$ cat src/rtl/load_check_gen.sv
// Load drive and current-sense checker: energises a load from a latched command,
// waits for it to settle, debounces the sense comparator and pulses one result class.
module load_check_gen #(
  parameter int SETTLE_CYCLES   = 50000,
  parameter int DEBOUNCE_CYCLES = 500,
  parameter int TIMEOUT_CYCLES  = 25000
) (
  input  logic clk_50MHz,
  input  logic rst,
  input  logic cmd_on,
  input  logic check_req,
  input  logic sense_in,
  output logic drive_out,
  output logic busy,
  output logic result_on,
  output logic result_off,
  output logic result_err,
  output logic result_open
);

  localparam int MAXP = (SETTLE_CYCLES > DEBOUNCE_CYCLES)
                        ? ((SETTLE_CYCLES > TIMEOUT_CYCLES) ? SETTLE_CYCLES : TIMEOUT_CYCLES)
                        : ((DEBOUNCE_CYCLES > TIMEOUT_CYCLES) ? DEBOUNCE_CYCLES : TIMEOUT_CYCLES);
  localparam int CW = $clog2(MAXP + 1);

  localparam logic [CW-1:0] CNT_MAX     = '1;
  localparam logic [CW-1:0] SETTLE_LAST = CW'(SETTLE_CYCLES - 1);
  localparam logic [CW-1:0] DEB_LAST    = CW'(DEBOUNCE_CYCLES - 1);
  localparam logic [CW-1:0] TMO_LAST    = CW'(TIMEOUT_CYCLES - 1);

  // One-hot result vector, ordered {on, off, err, open}
  localparam logic [3:0] RES_ON   = 4'b1000;
  localparam logic [3:0] RES_OFF  = 4'b0100;
  localparam logic [3:0] RES_ERR  = 4'b0010;
  localparam logic [3:0] RES_OPEN = 4'b0001;

  typedef enum logic [1:0] {
    S_IDLE,
    S_SETTLE,
    S_DEBOUNCE,
    S_REPORT
  } state_t;

  state_t          r_state;
  state_t          w_nextState;
  logic            r_sync1;
  logic            r_senseS;
  logic            r_cmdLat;
  logic            w_cmdLat;
  logic            r_ref;
  logic            w_ref;
  logic [CW-1:0]   r_settleCnt;
  logic [CW-1:0]   w_settleCnt;
  logic [CW-1:0]   r_stableCnt;
  logic [CW-1:0]   w_stableCnt;
  logic [CW-1:0]   r_timeoutCnt;
  logic [CW-1:0]   w_timeoutCnt;
  logic [3:0]      r_result;
  logic [3:0]      w_result;
  logic            w_stableHit;

  function automatic logic [CW-1:0] satInc(input logic [CW-1:0] x);
    return (x == CNT_MAX) ? x : x + 1'b1;
  endfunction

  function automatic logic [3:0] decode(input logic cmd, input logic sense);
    logic [3:0] res;
    case ({cmd, sense})
      2'b11:   res = RES_ON;
      2'b00:   res = RES_OFF;
      2'b10:   res = RES_OPEN;
      default: res = RES_ERR;
    endcase
    return res;
  endfunction

  always_ff @(posedge clk_50MHz) begin
    if (rst) begin
      r_state      <= S_IDLE;
      r_sync1      <= 1'b0;
      r_senseS     <= 1'b0;
      r_cmdLat     <= 1'b0;
      r_ref        <= 1'b0;
      r_settleCnt  <= '0;
      r_stableCnt  <= '0;
      r_timeoutCnt <= '0;
      r_result     <= '0;
    end else begin
      r_state      <= w_nextState;
      r_sync1      <= sense_in;
      r_senseS     <= r_sync1;
      r_cmdLat     <= w_cmdLat;
      r_ref        <= w_ref;
      r_settleCnt  <= w_settleCnt;
      r_stableCnt  <= w_stableCnt;
      r_timeoutCnt <= w_timeoutCnt;
      r_result     <= w_result;
    end
  end

  // Result is loaded on the edge entering REPORT, so the pulse coincides with that state
  always_comb begin
    w_nextState  = r_state;
    w_cmdLat     = r_cmdLat;
    w_ref        = r_ref;
    w_settleCnt  = r_settleCnt;
    w_stableCnt  = r_stableCnt;
    w_timeoutCnt = r_timeoutCnt;
    w_result     = '0;
    w_stableHit  = 1'b0;
    case (r_state)
      S_IDLE: begin
        if (check_req) begin
          w_cmdLat    = cmd_on;
          w_settleCnt = '0;
          w_nextState = S_SETTLE;
        end
      end
      S_SETTLE: begin
        if (r_settleCnt == SETTLE_LAST) begin
          w_stableCnt  = '0;
          w_timeoutCnt = '0;
          w_ref        = r_senseS;
          w_nextState  = S_DEBOUNCE;
        end else begin
          w_settleCnt = satInc(r_settleCnt);
        end
      end
      S_DEBOUNCE: begin
        w_timeoutCnt = satInc(r_timeoutCnt);
        if (r_senseS == r_ref) begin
          if (r_stableCnt == DEB_LAST) begin
            w_stableHit = 1'b1;
          end else begin
            w_stableCnt = satInc(r_stableCnt);
          end
        end else begin
          w_ref       = r_senseS;
          w_stableCnt = '0;
        end
        if (w_stableHit) begin
          w_result    = decode(r_cmdLat, r_ref);
          w_nextState = S_REPORT;
        end else if (r_timeoutCnt == TMO_LAST) begin
          w_result    = RES_ERR;
          w_nextState = S_REPORT;
        end
      end
      S_REPORT: begin
        w_nextState = S_IDLE;
      end
      default: begin
        w_nextState = S_IDLE;
      end
    endcase
  end

  assign drive_out = r_cmdLat;
  assign busy      = (r_state != S_IDLE);
  assign {result_on, result_off, result_err, result_open} = r_result;

endmodule

$ cat config.mk
export PLATFORM = sky130hd
export DESIGN_NAME = load_check_gen
export DESIGN_NICKNAME = d
export VERILOG_FILES = /design/src/rtl/load_check_gen.sv
export SDC_FILE = /design/constraint.sdc
export NUM_CORES = 1
export LEC_CHECK = 0
export CORE_UTILIZATION = 40
export DETAILED_ROUTE_END_ITERATION = 10
export PLACE_DENSITY_LB_ADDON = 0.08
export SLEW_MARGIN = 10
export SYNTH_ARGS = -nofsm -noshare
export SYNTH_HDL_FRONTEND = slang
export SYNTH_SLANG_ARGS = --single-unit
$ cat constraint.sdc
create_clock -name clk_50MHz -period 2.65 [get_ports clk_50MHz]
set_clock_uncertainty 0.15 [all_clocks]
set_input_delay 0.53 -clock clk_50MHz [delete_from_list [all_inputs] [get_ports clk_50MHz]]
set_output_delay 0.53 -clock clk_50MHz [all_outputs]
set_load 0.05 [all_outputs]
After elaboration in Yosys (flattened, before gate mapping)
Cells that the tools add are included.
- add/sub/neg operators: 3
- equality and inequality tests: 21
- muxes and demuxes: 25
- bitwise operators: 1
- reductions and logical operators: 12
- operators with widths (operator ; count):
    $mux 16 ; 8
    $pmux 16 s2 ; 3
    $eq 16x16->1 const B ; 4
    $add 16x1->16 const B ; 3
    $eq 16x15->1 const B ; 1
    $eq 16x9->1 const B ; 1
    $ne 2x2->1 const B ; 6
    $pmux 4 s3 ; 1
    $mux 2 ; 5
    $ne 3x3->1 const B ; 3
    $reduce_and 3->1 ; 3
    $eq 2x2->1 const B ; 4
    $pmux 2 s4 ; 1
    $reduce_and 4->1 ; 2
    $reduce_bool 2->1 ; 3
    $mux 1 ; 5
    $logic_not 2->1 ; 2
    $mux 4 ; 1
    $eq 2x1->1 const B ; 1
    $pmux 1 s2 ; 1
    $reduce_and 2->1 ; 1
    $reduce_or 2->1 ; 1
    $eq 1x1->1 ; 1
    $not 1->1 ; 1
- register bits after elaboration: 58
- input bits: 5
- output and inout bits: 6
- logic and storage cells: 71

Logic depth before layout (Yosys ltp)
Gate-level depths: netlist (run 1).
- depth after elaboration: 6
- mapped depth: 9

Worst setup path after synthesis (run 1)
OpenSTA, ideal clock, no wires.
- kind: register -> register
- start: register r_settleCnt[7]
- end: register r_timeoutCnt[5]
- arrival time: 2.030 ns
- slack: 0.335 ns
- cell stages (with the launch flop): 8
- path buffers: 2
- path through: dfxtp_1 -> or4b_4 -> nor4_4 -> mux2i_2 -> buf_6 -> buf_2 -> o311ai_0 -> o41ai_1
- cells in the longest elaborated chain, start to end: 3
- RTL lines (what ; line ; text):
    start: declaration ; 52 ; logic [CW-1:0] r_settleCnt;
    start signal: assignment ; 94 ; r_settleCnt <= w_settleCnt;
    $eq 16x16->1 ; 120 ; if (r_settleCnt == SETTLE_LAST) begin
    $ne 2x2->1 (no source line) ; -- ;
    $reduce_and 3->1 (no source line) ; -- ;
    end signal: assignment ; 96 ; r_timeoutCnt <= w_timeoutCnt;
    end: declaration ; 56 ; logic [CW-1:0] r_timeoutCnt;
Every way passes these cells.
A chain may end at the register's enable or synchronous reset.

Worst setup path in the final report (run 1)
- start: register r_settleCnt[6]
- end: register r_timeoutCnt[14]
The elaborated chain is that of the path after synthesis.

==> results.ini, run 1 <==
[setup_path]
crit_arrival_ps = 2540
worstReg2RegStart = r_settleCnt[6]$_SDFFE_PP0P_
critPathLaunch = r_settleCnt[6]$_SDFFE_PP0P_
cp_data_required_time_ps = 2760
worstSetupPathType = flip-flop to flip-flop
critPathLaunchType = flip-flop
end_kind = flip-flop
cp_max_fo = 40

[cts]
cts_sinks = 58
ctsHoldBuffers = 0
cts-resized-gates = 1
tritoncts = done
cts.clk_slew.worst_paths_ps = 70
numCtsBuffers = 9
clk_latency_ps = 340
htreeDepth = 3
cts_buffer_depth = 2
clockRootBuffer = clkbuf_8
post-cts-setup-buffer-count = 0

[logic_synthesis]
yosysTopAreaCell = dfxtp_1
synth-main-ff-cell = dfxtp_1
synth.most_common_cell = dfxtp_1
synth-seq-cells = 58
synth_area_leaders = dfxtp_1 36%, o31ai_1 4.9%, nand2_1 4.4%
syn_nets = 401
ys_async_sr_fraction_pct = 0
yosys.area.top_type_share_pct = 36.2
post_synth_xor_area_fraction_pct = 0.273
yosysUniqueCellTypes = 49
ys_warn_count = 0
synth_mux_area_share_pct = 2.69
synth-compound-area-share_pct = 23.7
synthSimpleGateAreaFrac_pct = 30.6
syn-cell-area_mm2 = 0.00321
synth_top_family_by_area = simple AND/OR/NAND/NOR gates
ys_seq_area_share_pct = 36.2
postSynthCellCount = 390
synth_edf_count = 0
ys_top_cells_by_count = 58 x dfxtp_1, 38 x nand2_1, 25 x nand3_1
synth_fa_ha_area_share_pct = 2.34
synth_area_per_cell_um2 = 8.23

[sta]
rsz0062_at_grt = false
drv_slew = 0
finalSetupViolations = 0
fmax_mhz = 411
maxSlewHeadroom_pct = 59.2
tns_ps = 0
tightest_slew_ps = 606
timing.final.ws_setup_ps = 220
hold_viol = 0
fin_crit_sh_pct = 91.7
finalCriticalPeriod_ps = 2430

[worst_hold_path]
hold_path.class = flip-flop to flip-flop
hold_start = r_sync1$_SDFF_PP0_

[route]
routedWlPerCell_um = 16.2
first_pass_iters = 5
antenna_left = 0
drt-initial-drc-count = 146
via_per_inst = 6.16
vias = 3185
routed_wl_mm = 8.40
post-route-drc-count = 0

[placed_design]
dp_hpwl_mm = 5.84
dp_slack_ps = 255
io_buffer_count = 10
globalplace.congestion = 0.858

[floorplan]
start_util_pct = 41.5
rows = 32
ios = 11
die_width_um = 91.6
die_area_mm2 = 0.00839
die_height_um = 91.6
core-area_mm2 = 0.00773

[global_routing]
antenna_found_initial = 0
grt_pass1_vias = 2797
grt_pass1_wl_mm = 14.1
grt-ovfl-total = 0
grt_start_max_net_pins = 41
grt_usage_pct = 21.3

[job]
maxCapViolations = 0

[final_layout]
multi_input_area_mm2 = 0.00192
drive_above_1_share_pct = 10.4
fillCellCount = 769
syn2layout_area_growth_pct = 14.8
seq_area_mm2 = 0.00116
nets = 422
antennaDiodeCount = 0

[power]
leakage_nw = 1.22
power.density_mw_per_mm2 = 631
irDropWorstVdd_mv = 0.213

[run_status]
status = completed

-- metrics by stage --
stage	hold WS [ps]	std cells	power, mW	utilization (%)	cell area (um^2)
after floorplan	264	390	1.40	-	3210
after global placement	318	502	1.61	45.5	3520
after detailed placement	324	502	1.61	45.5	3520
after CTS	319	517	2.33	47.7	3690
after global routing	327	517	2.45	47.7	3690
final	321	517	2.32	47.7	3690
-- state kept, by name, indices dropped and copies added, names as in the netlist --
signal and cells:
drive_out 1, r_ref 1, r_result 4, r_senseS 1, r_settleCnt 16, r_stableCnt 16
r_state 2, r_sync1 1, r_timeoutCnt 16
-- per-layer routing --
metal,vias up,GRT usage (%),part of all wire [%],routed length (um)
li1,1575,-,-,-
met4,0,5.82,1.1,93
met3,8,5.03,4.4,367
met5,-,0,0,0
met1,1540,30.2,49,4130
met2,62,32.1,45,3800
-- power breakdown --
part / total (mW) / leakage, nW / internal [mW] / switching, mW
logic: 0.666 / 0.655 / 0.235 / 0.431
clock network: 0.737 / 0.0920 / 0.381 / 0.356
registers: 0.922 / 0.468 / 0.897 / 0.0251
-- placed cells by master, fill, tap and decap left out, types with 13 or more instances in the layout --
cell | synthesis | final
buf_4 | 0 | 18
a21oi_1 | 21 | 21
o311ai_0 | 16 | 16
nor2_1 | 18 | 18
nand4_1 | 20 | 20
inv_1 | 13 | 13
o21ai_0 | 14 | 14
dfxtp_1 | 58 | 58
nand2_1 | 38 | 38
o31ai_1 | 21 | 21
nand3_1 | 25 | 25
-- path summary, 6_finish.rpt --
check | to | slack [ps] | cells after the start
worst max-delay path | r_timeoutCnt[14]$_SDFFE_PP0P_ | 220 | 6
worst min-delay path | r_senseS$_SDFF_PP0_ | 320 | 1
worst max register to register | r_timeoutCnt[14]$_SDFFE_PP0P_ | 220 | 6
worst min register to register | r_senseS$_SDFF_PP0_ | 320 | 1
-- layout make-up --
type,instances,share of cell area [%]
Clock buffer,12,4.21
Clock inverter,3,0.407
Inverter,15,1.53
Multi-Input combinational cell,298,52.0
Sequential cell,58,31.5
Tap cell,102,3.46
Timing Repair Buffer,29,6.89
-- worst max-delay path, stage by stage (launching register included) --
cell and delay, ps:
dfxtp_1 400, or4b_4 490, nor4_4 290, mux2i_2 140, buf_12 190, or4_1 510
a21oi_1 160
-- cell families after synthesis --
logic type                 count (synthesis)
AOI/OAI and AO/OA                        108
xor gates and xnor gates                   1
adders and majority gates                  6
buffers and inverters                     34
DFF                                       58
muxes                                      8
and+or+nand+nor                          175
Note: power is estimated with default switching activity, not from simulation.
==> run 2, diff against run 1 <==
--- a/config.mk
+++ b/config.mk
@@ -8,7 +8,9 @@
 export CORE_UTILIZATION = 40
 export DETAILED_ROUTE_END_ITERATION = 10
 export PLACE_DENSITY_LB_ADDON = 0.08
-export SLEW_MARGIN = 10
+export REMOVE_ABC_BUFFERS = 1
+export SETUP_SLACK_MARGIN = 0.2
+export SLEW_MARGIN = 20
 export SYNTH_ARGS = -nofsm -noshare
 export SYNTH_HDL_FRONTEND = slang
 export SYNTH_SLANG_ARGS = --single-unit
==> run 2 against run 1 <==
  * Die area unchanged
  * Critical path depth stayed put
  * Core utilization rose by 2.6 points
  * Critical path type unchanged
  * Hold slack worse by 15 ps
  * Total power up 5.2%
  * Clock-buffer cell count grew 1
==> results.ini, run 2 (synthesis results as in run 1) <==
[run_status]
status = completed

[final_layout]
final_common_cell = dfxtp_1
final_cell_mix = 56 x dfxtp_1, 38 x nand2_1, 26 x buf_4
antennaDiodeCount = 0
top_regs = r_settleCnt: 16 flops, r_stableCnt: 16 flops, r_timeoutCnt: 16 flops
syn2layout_area_growth_pct = 21.0
fin_area_mm2 = 0.00389
nets = 433
drive_above_1_share_pct = 15.2
utilization_pct = 50.3

[route]
first_pass_iters = 5
drt-initial-drc-count = 205
via_per_inst = 6.09
antenna_left = 0
post-route-drc-count = 0
routedWlPerCell_um = 16.7
vias = 3220
routed_wl_mm = 8.84

[worst_hold_path]
min_path_cells = 1
min_to = r_senseS$_SDFF_PP0_
hold_path.class = flip-flop to flip-flop
hold_start = r_sync1$_SDFF_PP0_

[setup_path]
end_kind = flip-flop
worstReg2RegStart = r_settleCnt[7]$_SDFFE_PP0P_
critPathMaxStageDelay_ps = 540
slowest_stage = or4b_4
reg2reg_depth = 6
r2r_end = r_timeoutCnt[8]$_SDFFE_PP0P_
cp_data_required_time_ps = 2760
crit_arrival_ps = 2530
cp_max_fo = 5
critPathLaunchType = flip-flop
critPathLaunch = r_settleCnt[7]$_SDFFE_PP0P_
r2r_setup_slack_ps = 230
path_cells = or4b_4 -> nor4_4 -> mux2i_4 -> buf_12 -> or4_4 -> a21oi_1
worstSetupPathType = flip-flop to flip-flop

[global_routing]
grt-ovfl-total = 0
grt_pass1_vias = 2974
grt_pass1_wl_mm = 14.8
antenna_found_initial = 0
grt_start_max_net_pins = 22
grt_usage_pct = 22.1

[placed_design]
place_area_mm2 = 0.00353
globalplace.congestion = 0.844
io_buffer_count = 10
dp_hpwl_mm = 5.95

[cts]
numCtsBuffers = 9
cts.clk_slew.worst_paths_ps = 70
clk_latency_ps = 330
cts_sinks = 58
clockRootBuffer = clkbuf_8
tritoncts = done
cts_buffer_depth = 2
htreeDepth = 3
ctsHoldBuffers = 0

[floorplan]
start_util_pct = 41.5
die_width_um = 91.6
die_area_mm2 = 0.00839
core-area_mm2 = 0.00773
ios = 11
die_height_um = 91.6
rows = 32

[job]
maxCapViolations = 0

[sta]
finalCriticalPeriod_ps = 2420
hold_viol = 0
finalSetupViolations = 0
fin_crit_sh_pct = 91.3
maxSlewHeadroom_pct = 59.9
fmax_mhz = 414
tightest_slew_ps = 598
drv_slew = 0
rsz0062_at_grt = true

[power]
leakage_nw = 1.32
irDropWorstVdd_mv = 0.434
power.density_mw_per_mm2 = 629

run 2: how the worst max path moves through the flow:
stage,endpoint,depth (start not counted)
after floorplan,r_timeoutCnt[2]$_SDFFE_PP0P_,6
after global placement,r_timeoutCnt[13]$_SDFFE_PP0P_,6
after detailed placement,r_timeoutCnt[8]$_SDFFE_PP0P_,6
after CTS,r_timeoutCnt[8]$_SDFFE_PP0P_,6
after global routing,r_stableCnt[14]$_SDFFE_PP0P_,6
final,r_timeoutCnt[8]$_SDFFE_PP0P_,6
run 2: where the power goes:
group          switching, mW  internal [mW]
sequential            0.0251          0.897
clock                  0.353          0.361
combinational          0.477          0.332
run 2: routing by layer:
metal | global-route usage, % | wire [um] | up-vias
met3 | 4.69 | 395 | 14
li1 | - | - | 1600
met2 | 33.7 | 3980 | 78
met4 | 7.54 | 152 | 0
met1 | 30.6 | 4320 | 1528
met5 | 0 | 0 | -
run 2: layout make-up:
type	instances	area (um^2)
Tap cell	102	128
Inverter	15	56.3
Clock buffer	13	149
Timing Repair Buffer	40	397
Fill cell	758	3840
Multi-Input combinational cell	298	1980
Sequential cell	58	1160
Clock inverter	3	15.0
run 2: repair_timing:
item,4_1_cts,5_1_grt
setup buffers,1,4
cloned,1,2
pin swaps,1,12
gates resized for setup,6,14
endpoints found under the setup margin,14,13
run 2: worst max-delay path, delay by kind of cell, from the launching register on:
family	cells	cell delay, ps
AOI/OAI and AO/OA	1	130
muxes	1	190
DFF	1	320
buffers and inverters	1	170
and+or+nand+nor	3	1380
run 2: through the flow:
step | hold WS, ps | power (mW) | cells | setup slack (ps) | setup TNS [ps]
6_report | 306 | 2.45 | 529 | 232 | 0
5_1_grt | 314 | 2.57 | 529 | 153 | 0
4_1_cts | 309 | 2.39 | 523 | 197 | 0
3_5_place_dp | 299 | 1.61 | 505 | 116 | 0
3_3_place_gp | 272 | 1.61 | 505 | 152 | 0
2_1_floorplan | 264 | 1.36 | 371 | -379 | -4400
==> edit, RTL diff (config.mk and constraints of run 2) <==
Set the parameter `TIMEOUT_CYCLES` to 50000 (it was 25000).
--- a/src/rtl/load_check_gen.sv
+++ b/src/rtl/load_check_gen.sv
@@ -4,5 +4,5 @@
   parameter int SETTLE_CYCLES   = 50000,
   parameter int DEBOUNCE_CYCLES = 500,
-  parameter int TIMEOUT_CYCLES  = 25000
+  parameter int TIMEOUT_CYCLES  = 50000
 ) (
   input  logic clk_50MHz,
Check against the original RTL: same outputs for any inputs over 10 cycles, from zero or initial values and one cycle with rst high; that may be too few to reach the edited logic, so the function may still have changed.
==> edit against run 2 <==
Combinational power grew 6.9%; sequential cell count is the same; synthesized cell count shrank 2.8%; first-iteration DRC count shrank 43%; critical path depth grew 1; power grew 4.9%; cell area shrank 6.2%; count of clock-buffer cells in the layout shrank 1; routed wire length shrank 16%; sequential power grew 0.9%; setup slack gained 0.026 ns; synthesized area shrank 6.3%; worst hold slack lost 0.0018 ns; critical path type unchanged; largest power group unchanged.
==> edit: results (changes against run 2) <==
[run_status]
outcome = finished, final reports clean  ; unchanged

[logic_synthesis]
synth-compound-area-share_pct = 17.93  ; was 23.66%
synthAdderAreaFrac_pct = 2.496  ; was 2.338%
synth_common_cells = dfxtp_1 (58), nor2_1 (45), o21ai_0 (38)  ; was dfxtp_1 (58), nand2_1 (38), nand3_1 (25)
synthXorXnorAreaFrac_pct = 3.494  ; was 0.2728%
ys_seq_area_share_pct = 38.60  ; was 36.17%
synth.area.mux_share_pct = 1.082  ; was 2.689%
syn_inst = 379  ; was 390
synth.top_cell.area_share_pct = 38.60  ; was 36.17%
synth_area_leaders = dfxtp_1 (39%), o21ai_0 (6.3%), nor2_1 (5.6%), a21oi_1 (5.0%), nand2_1 (4.1%)  ; was dfxtp_1 (36%), o31ai_1 (4.9%), nand2_1 (4.4%), o311ai_0 (4.4%), nand3_1 (3.9%)

[place]
dp_cells = 486  ; was 505
place_ws_ns = 0.1033  ; was 0.1161 ns
dp_hpwl_mm = 4.934  ; was 5.950 mm

[setup_path]
crit_end = r_stableCnt[5]$_SDFFE_PP0P_  ; was r_timeoutCnt[8]$_SDFFE_PP0P_
ff2ff_setup_slack_ns = 0.26  ; was 0.23 ns
cpPeakStageDelay_ns = 0.52  ; was 0.54 ns
r2r-end = r_stableCnt[5]$_SDFFE_PP0P_  ; was r_timeoutCnt[8]$_SDFFE_PP0P_
r2r_cells = 7  ; was 6
worst_ep_arrival_time_ns = 2.52  ; was 2.53 ns

[power_and_ir_drop]
power.total_w = 0.002564  ; was 0.002446 W
vdd_drop_max_v = 0.0004383  ; was 0.0004338 V
p_leak_nw = 1.252  ; was 1.315 nW

[routing]
first_pass_iters = 4  ; was 5
drtIter0Drc = 116  ; was 205
route.met2.wl_mm = 3.252  ; was 3.977 mm
vias = 2855  ; was 3220

[grt]
grt_pass1_vias = 2551  ; was 2974
grt_max_degree = 17  ; was 22
grt_pass1_wl_mm = 12.22  ; was 14.84 mm
use_met3_pct = 6.716  ; was 4.690%

[timing]
post-route-period-util_pct = 90.26  ; was 91.25%
tightest_slew_ns = 0.5561  ; was 0.5979 ns

[finish]
drive_above_1_share_pct = 14.49  ; was 15.22%
fin_cells = 513  ; was 529
fillers = 709  ; was 758

edit: cell types whose count changed after synthesis, sizes merged, moves of 8 or more:
cell / run 2 / this run
xor2: 0 / 9
nor2: 18 / 45
a21oi: 21 / 30
o21ai: 14 / 39
or4: 12 / 4
o31ai: 21 / 3
o311ai: 16 / 0
edit: final cells by class:
| class | count | area, um^2 | share of cell area, % |
|---|---|---|---|
| clock buffer | 12 | 165.2 | 4.533 |
| clock inverter | 4 | 25.02 | 0.6868 |
| inverter | 9 | 33.78 | 0.9272 |
| multi-input combinational | 297 | 1827 | 50.14 |
| sequential | 58 | 1165 | 31.97 |
| tap | 99 | 123.9 | 3.400 |
| timing repair buffer | 34 | 304.0 | 8.345 |
edit: timing repair:
| action | CTS | global route |
|---|---|---|
| endpoints found under the hold margin | 0 | 0 |
| setup buffers | 8 | 2 |
| gates resized for setup | 2 | 13 |
| endpoints found under the setup margin | 7 | 31 |
| gates cloned | 1 | 0 |
| pin swaps | 1 | 2 |
